### config.mk
export PLATFORM = sky130hd
export DESIGN_NAME = keypad_hit_conditioner
export DESIGN_NICKNAME = d
export VERILOG_FILES = /design/src/rtl/keypad_hit_conditioner.sv
export SDC_FILE = /design/constraint.sdc
export NUM_CORES = 1
export LEC_CHECK = 0
export BUFFER_PORTS_ARGS = -buffer_cell sky130_fd_sc_hd__buf_4
export CELL_PAD_IN_SITES_DETAIL_PLACEMENT = 0
export CELL_PAD_IN_SITES_GLOBAL_PLACEMENT = 1
export CORE_MARGIN = 2
export CORE_UTILIZATION = 40
export DETAILED_ROUTE_END_ITERATION = 10
export PLACE_DENSITY = 0.67
export SLEW_MARGIN = 20
export SYNTH_ARGS = -nofsm -noshare
export SYNTH_HDL_FRONTEND = slang
export SYNTH_SLANG_ARGS = --single-unit
### constraint.sdc
create_clock -name clk -period 8.4 [get_ports clk]
set_clock_uncertainty 0.05 [all_clocks]
set_input_delay 2.52 -clock clk [delete_from_list [all_inputs] [get_ports clk]]
set_output_delay 2.52 -clock clk [all_outputs]
set_load 0.01 [all_outputs]
### src/rtl/keypad_hit_conditioner.sv
// keypad_hit_conditioner
//   Input stage for the whack-a-mole game core. Each raw key is synchronised
//   through two flops and debounced. A rising debounced level becomes a
//   one-hot hit token. Tokens are held until the game core takes them on its
//   slow tick through a valid/ready handshake, so a press made between ticks
//   is not lost.
//
// Build option
//   HIT_FIFO_EN : when defined, the single hold register becomes a FIFO of
//                 FIFO_DEPTH entries. FIFO_DEPTH must be a power of 2, >= 2.
//                 When undefined, FIFO_DEPTH is ignored.
//
// Ports
//   clk          system clock
//   RESET_N      asynchronous reset, active low
//   keypad       raw keys, asynchronous, active high
//   clear        synchronous flush of pending tokens and drop_cnt
//   hit_ready    consumer takes the presented token on this edge
//   hit_valid    a token is presented
//   hit_code     one-hot token; zero when hit_valid is low
//   hit_idx      binary index of the hit_code bit; zero when hit_valid is low
//   key_level    debounced key levels
//   multi_press  one-cycle pulse: more than one key rose on the same edge
//   drop_cnt     number of dropped presses; saturates at 255
module keypad_hit_conditioner #(
  parameter int unsigned NKEYS           = 8,
  parameter int unsigned DEBOUNCE_CYCLES = 20000,
  parameter int unsigned FIFO_DEPTH      = 4
) (
  input  logic             clk,
  input  logic             RESET_N,
  input  logic [NKEYS-1:0] keypad,
  input  logic             clear,
  input  logic             hit_ready,
  output logic             hit_valid,
  output logic [NKEYS-1:0] hit_code,
  output logic [2:0]       hit_idx,
  output logic [NKEYS-1:0] key_level,
  output logic             multi_press,
  output logic [7:0]       drop_cnt
);

  localparam logic [15:0] DB_LAST = 16'(DEBOUNCE_CYCLES - 1);
  localparam int unsigned CW      = $clog2(NKEYS + 1);

  logic [NKEYS-1:0] sync1;
  logic [NKEYS-1:0] sync2;
  logic [NKEYS-1:0] level;
  logic [NKEYS-1:0] level_d;
  logic [15:0]      cnt [NKEYS];

  logic [NKEYS-1:0] rise;
  logic [NKEYS-1:0] token;
  logic [CW-1:0]    nrise;
  logic             any_rise;
  logic             push;
  logic             pop;
  logic             accept;
  logic             dropped;
  logic             buf_free;
  logic             valid;
  logic [15:0]      drop_inc;
  logic [15:0]      drop_sum;
  logic [7:0]       drop_next;

  // Two-flop synchroniser; nothing downstream looks at raw keypad.
  always_ff @(posedge clk or negedge RESET_N) begin
    if (!RESET_N) begin
      sync1 <= '0;
      sync2 <= '0;
    end else begin
      sync1 <= keypad;
      sync2 <= sync1;
    end
  end

  // Per-bit debounce: the level flips on the DEBOUNCE_CYCLES-th consecutive
  // mismatched edge; any agreement restarts the count.
  always_ff @(posedge clk or negedge RESET_N) begin
    if (!RESET_N) begin
      level   <= '0;
      level_d <= '0;
      for (int unsigned i = 0; i < NKEYS; i++) cnt[i] <= '0;
    end else begin
      level_d <= level;
      for (int unsigned i = 0; i < NKEYS; i++) begin
        if (sync2[i] != level[i]) begin
          if (cnt[i] == DB_LAST) begin
            level[i] <= ~level[i];
            cnt[i]   <= '0;
          end else begin
            cnt[i] <= cnt[i] + 16'd1;
          end
        end else begin
          cnt[i] <= '0;
        end
      end
    end
  end

  assign key_level = level;

  // Rises are taken from the registered level so the push lands one edge
  // after the level flips (DEBOUNCE_CYCLES+3 edges end to end).
  assign rise = level & ~level_d;

  always_comb begin
    token = '0;
    nrise = '0;
    for (int unsigned i = 0; i < NKEYS; i++) begin
      if (rise[i]) begin
        if (nrise == '0) token[i] = 1'b1;
        nrise = nrise + 1'b1;
      end
    end
  end

  assign any_rise = (nrise != '0);
  assign push     = any_rise & ~clear;
  assign pop      = valid & hit_ready;
  assign accept   = push & (buf_free | pop);
  assign dropped  = push & ~accept;

  // Extra simultaneous rises plus a rejected push, added with saturation.
  always_comb begin
    drop_inc = '0;
    if (any_rise) drop_inc = 16'(nrise) - 16'd1;
    if (dropped)  drop_inc = drop_inc + 16'd1;
    drop_sum  = {8'd0, drop_cnt} + drop_inc;
    drop_next = (drop_sum > 16'd255) ? 8'hFF : drop_sum[7:0];
  end

  always_ff @(posedge clk or negedge RESET_N) begin
    if (!RESET_N) begin
      drop_cnt    <= '0;
      multi_press <= 1'b0;
    end else begin
      multi_press <= (nrise > CW'(1));
      if (clear) drop_cnt <= '0;
      else       drop_cnt <= drop_next;
    end
  end

`ifdef HIT_FIFO_EN
  localparam int unsigned AW = $clog2(FIFO_DEPTH);

  logic [NKEYS-1:0] mem [FIFO_DEPTH];
  logic [AW-1:0]    wr_ptr;
  logic [AW-1:0]    rd_ptr;
  logic [AW:0]      count;

  assign valid    = (count != '0);
  assign buf_free = (count != (AW+1)'(FIFO_DEPTH));
  assign hit_code = valid ? mem[rd_ptr] : '0;

  always_ff @(posedge clk or negedge RESET_N) begin
    if (!RESET_N) begin
      wr_ptr <= '0;
      rd_ptr <= '0;
      count  <= '0;
      for (int unsigned i = 0; i < FIFO_DEPTH; i++) mem[i] <= '0;
    end else if (clear) begin
      wr_ptr <= '0;
      rd_ptr <= '0;
      count  <= '0;
    end else begin
      if (accept) begin
        mem[wr_ptr] <= token;
        wr_ptr      <= wr_ptr + 1'b1;
      end
      if (pop) rd_ptr <= rd_ptr + 1'b1;
      case ({accept, pop})
        2'b10:   count <= count + 1'b1;
        2'b01:   count <= count - 1'b1;
        default: count <= count;
      endcase
    end
  end
`else
  logic [NKEYS-1:0] hold;

  assign buf_free = ~valid;
  assign hit_code = valid ? hold : '0;

  // Accept covers both the empty case and replace-on-pop.
  always_ff @(posedge clk or negedge RESET_N) begin
    if (!RESET_N) begin
      hold  <= '0;
      valid <= 1'b0;
    end else if (clear) begin
      hold  <= '0;
      valid <= 1'b0;
    end else if (accept) begin
      hold  <= token;
      valid <= 1'b1;
    end else if (pop) begin
      valid <= 1'b0;
    end
  end
`endif

  assign hit_valid = valid;

  // Scan from the top so the lowest set bit is the last assignment.
  always_comb begin
    hit_idx = '0;
    for (int unsigned i = 0; i < NKEYS; i++) begin
      if (hit_code[NKEYS-1-i]) hit_idx = 3'(NKEYS - 1 - i);
    end
  end

endmodule
==> impl_metrics.csv <==
group,metric,value,unit
outcome,status,"finished clean",
critical_path,endpoint_kind,"flop",
detailed_routing,drtPass1Iterations,4,
placed_design,gp_congestion,0.764,
placed_design,placedCellCount,1233,
sta,worst_slack,919,ps
floorplan,dieArea,24100,µm²
power_and_ir_drop,cellLeakagePower,0.00472,µW
floorplan,die_w,155,µm
sta,layout_min_cycle_time,7480,ps
placed_design,place_area,9740,µm²
power_and_ir_drop,p_per_area,172,nW/µm²
logic_synthesis,synth-seq-cells,178,
power_and_ir_drop,ir_worst_vdd,0.000129,V
critical_path,worstPathBufferInverterCount,1,
global_route,grtUsageTotal,14.9,%
critical_path,rr_startpoint,"key_level[0]",
clock_network,cts_buffers,17,
placed_design,numPortBuffers,40,
detailed_routing,wl_per_cell,13.4,µm
floorplan,num_rows,55,
layout,multi_input_area,4500,µm²
critical_path,crit_required,8650,ps
logic_synthesis,synthArstFlopShare,100,%
sta,final_hold_viol_count,0,
critical_path,timing.critical_path.from_type,"flop",
clock_network,h-tree-depth,4,
placed_design,place_ws,680,ps
global_route,grt_overflow,0,
clock_network,clkTransAtPathRegs,70,ps
worst_hold_path,min_from,"sync1[5]",
sta,slew_headroom,40.1,%
layout,drive_gt1_share,11.6,%
layout,fin_nets,1016,
critical_path,path_max_fanout,7,
clock_network,cts_root_buf,"clkbuf_16",
global_route,first_global_vias,6056,
logic_synthesis,seq_area_frac_synth,48.8,%
sta,setup_viol,0,
logic_synthesis,yosysUniqueCellTypes,64,
logic_synthesis,synth-edff-count,0,
clock_network,cts.sinks,178,
clock_network,cts_tree,"done",
logic_synthesis,synth_top_area_share,48.8,%
placed_design,dp_hpwl,11.6,mm
critical_path,crit_start,"key_level[0]",
run,maxCapViolCount,0,
sta,rsz0062_at_grt,"false",
detailed_routing,drc,0,
critical_path,crit_type,"flop to flop",
logic_synthesis,synthFlopType,"dfrtp_1",
detailed_routing,via_count,6242,
logic_synthesis,netlist.top_cell.by_area,"dfrtp_1",
detailed_routing,wl,16.9,mm
critical_path,crit_arrival,7730,ps
sta,period_share,89.1,%
logic_synthesis,synth_most_common_cell,"nor2_1",
clock_network,insertion_delay,420,ps
critical_path,cp_common_cell,"ha_1",
critical_path,crit_path_top_delay_cell,"dfrtp_1",
global_route,antenna_found_initial,0,
layout,nFillCells,2128,
sta,setup_tns,0,ps
clock_network,cts_setup_buffers,0,
logic_synthesis,ys_warn_count,0,
worst_hold_path,hold_class,"flop to flop",
layout,seq_area,4450,µm²
detailed_routing,drtIter0Drc,394,
detailed_routing,antenna_left,0,
critical_path,cpPeakStageDelay,420,ps
floorplan,floorplan.initialDensity,40.6,%
clock_network,post_cts_resized,0,
clock_network,cts_buffer_depth,2,
floorplan,io_pins,41,
layout,fin_area,10400,µm²
sta,maxSlewViolCount,0,
logic_synthesis,synth_area,9130,µm²
sta,clock.fmax,0.134,GHz
clock_network,cts_hold_buf,0,
global_route,grt_max_degree,107,
logic_synthesis,avgSynthCellArea,9.88,µm²
logic_synthesis,synthTopCellsByArea,"dfrtp_1 49%, nor2_1 7.8%, xor2_1 7.6%",
critical_path,path_delay_family,"adder cells",
floorplan,core_area,22500,µm²
sta,worst_pin_slew,898,ps
global_route,grt_first_pass_wirelength,29.4,mm
floorplan,die_y,155,µm
layout,area_delta_synth_final,13.7,%
logic_synthesis,synth_cells,924,
layout,antenna_cells,0,
detailed_routing,viasPerCell,4.94,
logic_synthesis,synthTopCellsByCount,"189 x nor2_1, 178 x dfrtp_1, 79 x xor2_1",
layout,fin_cells,1264,
[power by group]
part           leakage [µW]  internal (µW)  switching (µW)
clock              0.000291            515             338
combinational       0.00200           16.9            38.0
sequential          0.00243            870            10.8
[state kept, by name, indices dropped and copies added, names as in the netlist]
| name | cells |
|---|---|
| level_d | 8 |
| hold | 8 |
| sync2 | 8 |
| hit_valid | 1 |
| key_level | 8 |
| sync1 | 8 |
| cnt | 128 |
| drop_cnt | 8 |
| multi_press | 1 |
[worst register-to-register path: cells and delay by family, from the launching register on]
| kind | cells | cell delay, ps |
|---|---|---|
| simple gates | 11 | 1680 |
| xor+xnor | 1 | 270 |
| mux | 2 | 580 |
| flops | 1 | 420 |
| compound gates | 10 | 1750 |
| fa+ha+maj | 8 | 2470 |
| buf+inv | 1 | 120 |
[final timing paths]
path                          endpoint  slack (ps)  depth (start not counted)
max reg2reg                drop_cnt[4]         920                         33
min reg2reg                   sync2[5]         300                          0
min                           sync2[5]         300                          0
min in group asynchronous      cnt[46]        2130                          1
max in group asynchronous     cnt[114]        4720                          2
max                        drop_cnt[4]         920                         33
[kinds of logic (layout without fill, tap and decap cells)]
kind of cell               after synthesis  in the layout  synth area share, %
buffers and inverters                   54            104                 2.33
AOI/OAI and AO/OA                       66             66                 5.21
muxes                                   11             11                 1.34
other                                    2              7               0.0822
adders and majority gates               37             37                 5.15
and+or+nand+nor                        437            437                 23.1
xor gates and xnor gates               139            139                 14.0
DFF                                    178            178                 48.8
[layer usage]
metal	part of all wire (%)	track usage, %	wire length (µm)	up-vias
met2	44	22.9	7510	54
met4	0.84	3.57	142	0
li1	-	-	-	3176
met5	0	0	0	-
met3	3.0	3.62	512	11
met1	52	21.2	8770	3001
[cell type report]
class | count | share of cell area [%]
tap | 285 | 3.43
inverter | 30 | 1.08
clock inverter | 11 | 1.69
multi-input combinational | 697 | 43.3
clock buffer | 20 | 4.40
sequential | 178 | 42.9
timing repair buffer | 43 | 3.17
[through the flow]
step	hold slack, ps	total power [µW]	util, %
3_3_place_gp	284	954	43.3
6_report	299	1790	46.1
3_5_place_dp	287	954	43.3
5_1_grt	320	1870	46.1
2_1_floorplan	281	924	-
4_1_cts	303	1820	46.1
[placed cells by master, fill, tap and decap left out, types with 3 or more instances in the layout]
master	Yosys	routed
nor2_1	189	189
dfrtp_1	178	178
xor2_1	79	79
nand2_1	65	65
xnor2_1	55	54
nand3_1	45	45
buf_4	0	42
ha_1	36	36
nand4_1	31	31
inv_1	30	30
and2_1	20	20
and3_1	17	17
clkbuf_16	0	17
o21ai_0	16	16
nand3b_1	12	12
a21oi_1	12	12
mux2_2	10	10
nand2b_1	9	9
or2_2	9	9
nor4_1	8	8
nor4b_1	8	8
conb_1	2	7
nor2b_1	6	6
o21ai_2	5	5
clkinvlp_4	0	5
a221oi_1	4	4
a21o_1	4	4
bufinv_16	0	4
nor3_1	3	3
a31oi_1	3	3
or3_1	3	3
clkbuf_8	0	3
Power figures use the tool's default switching activity.
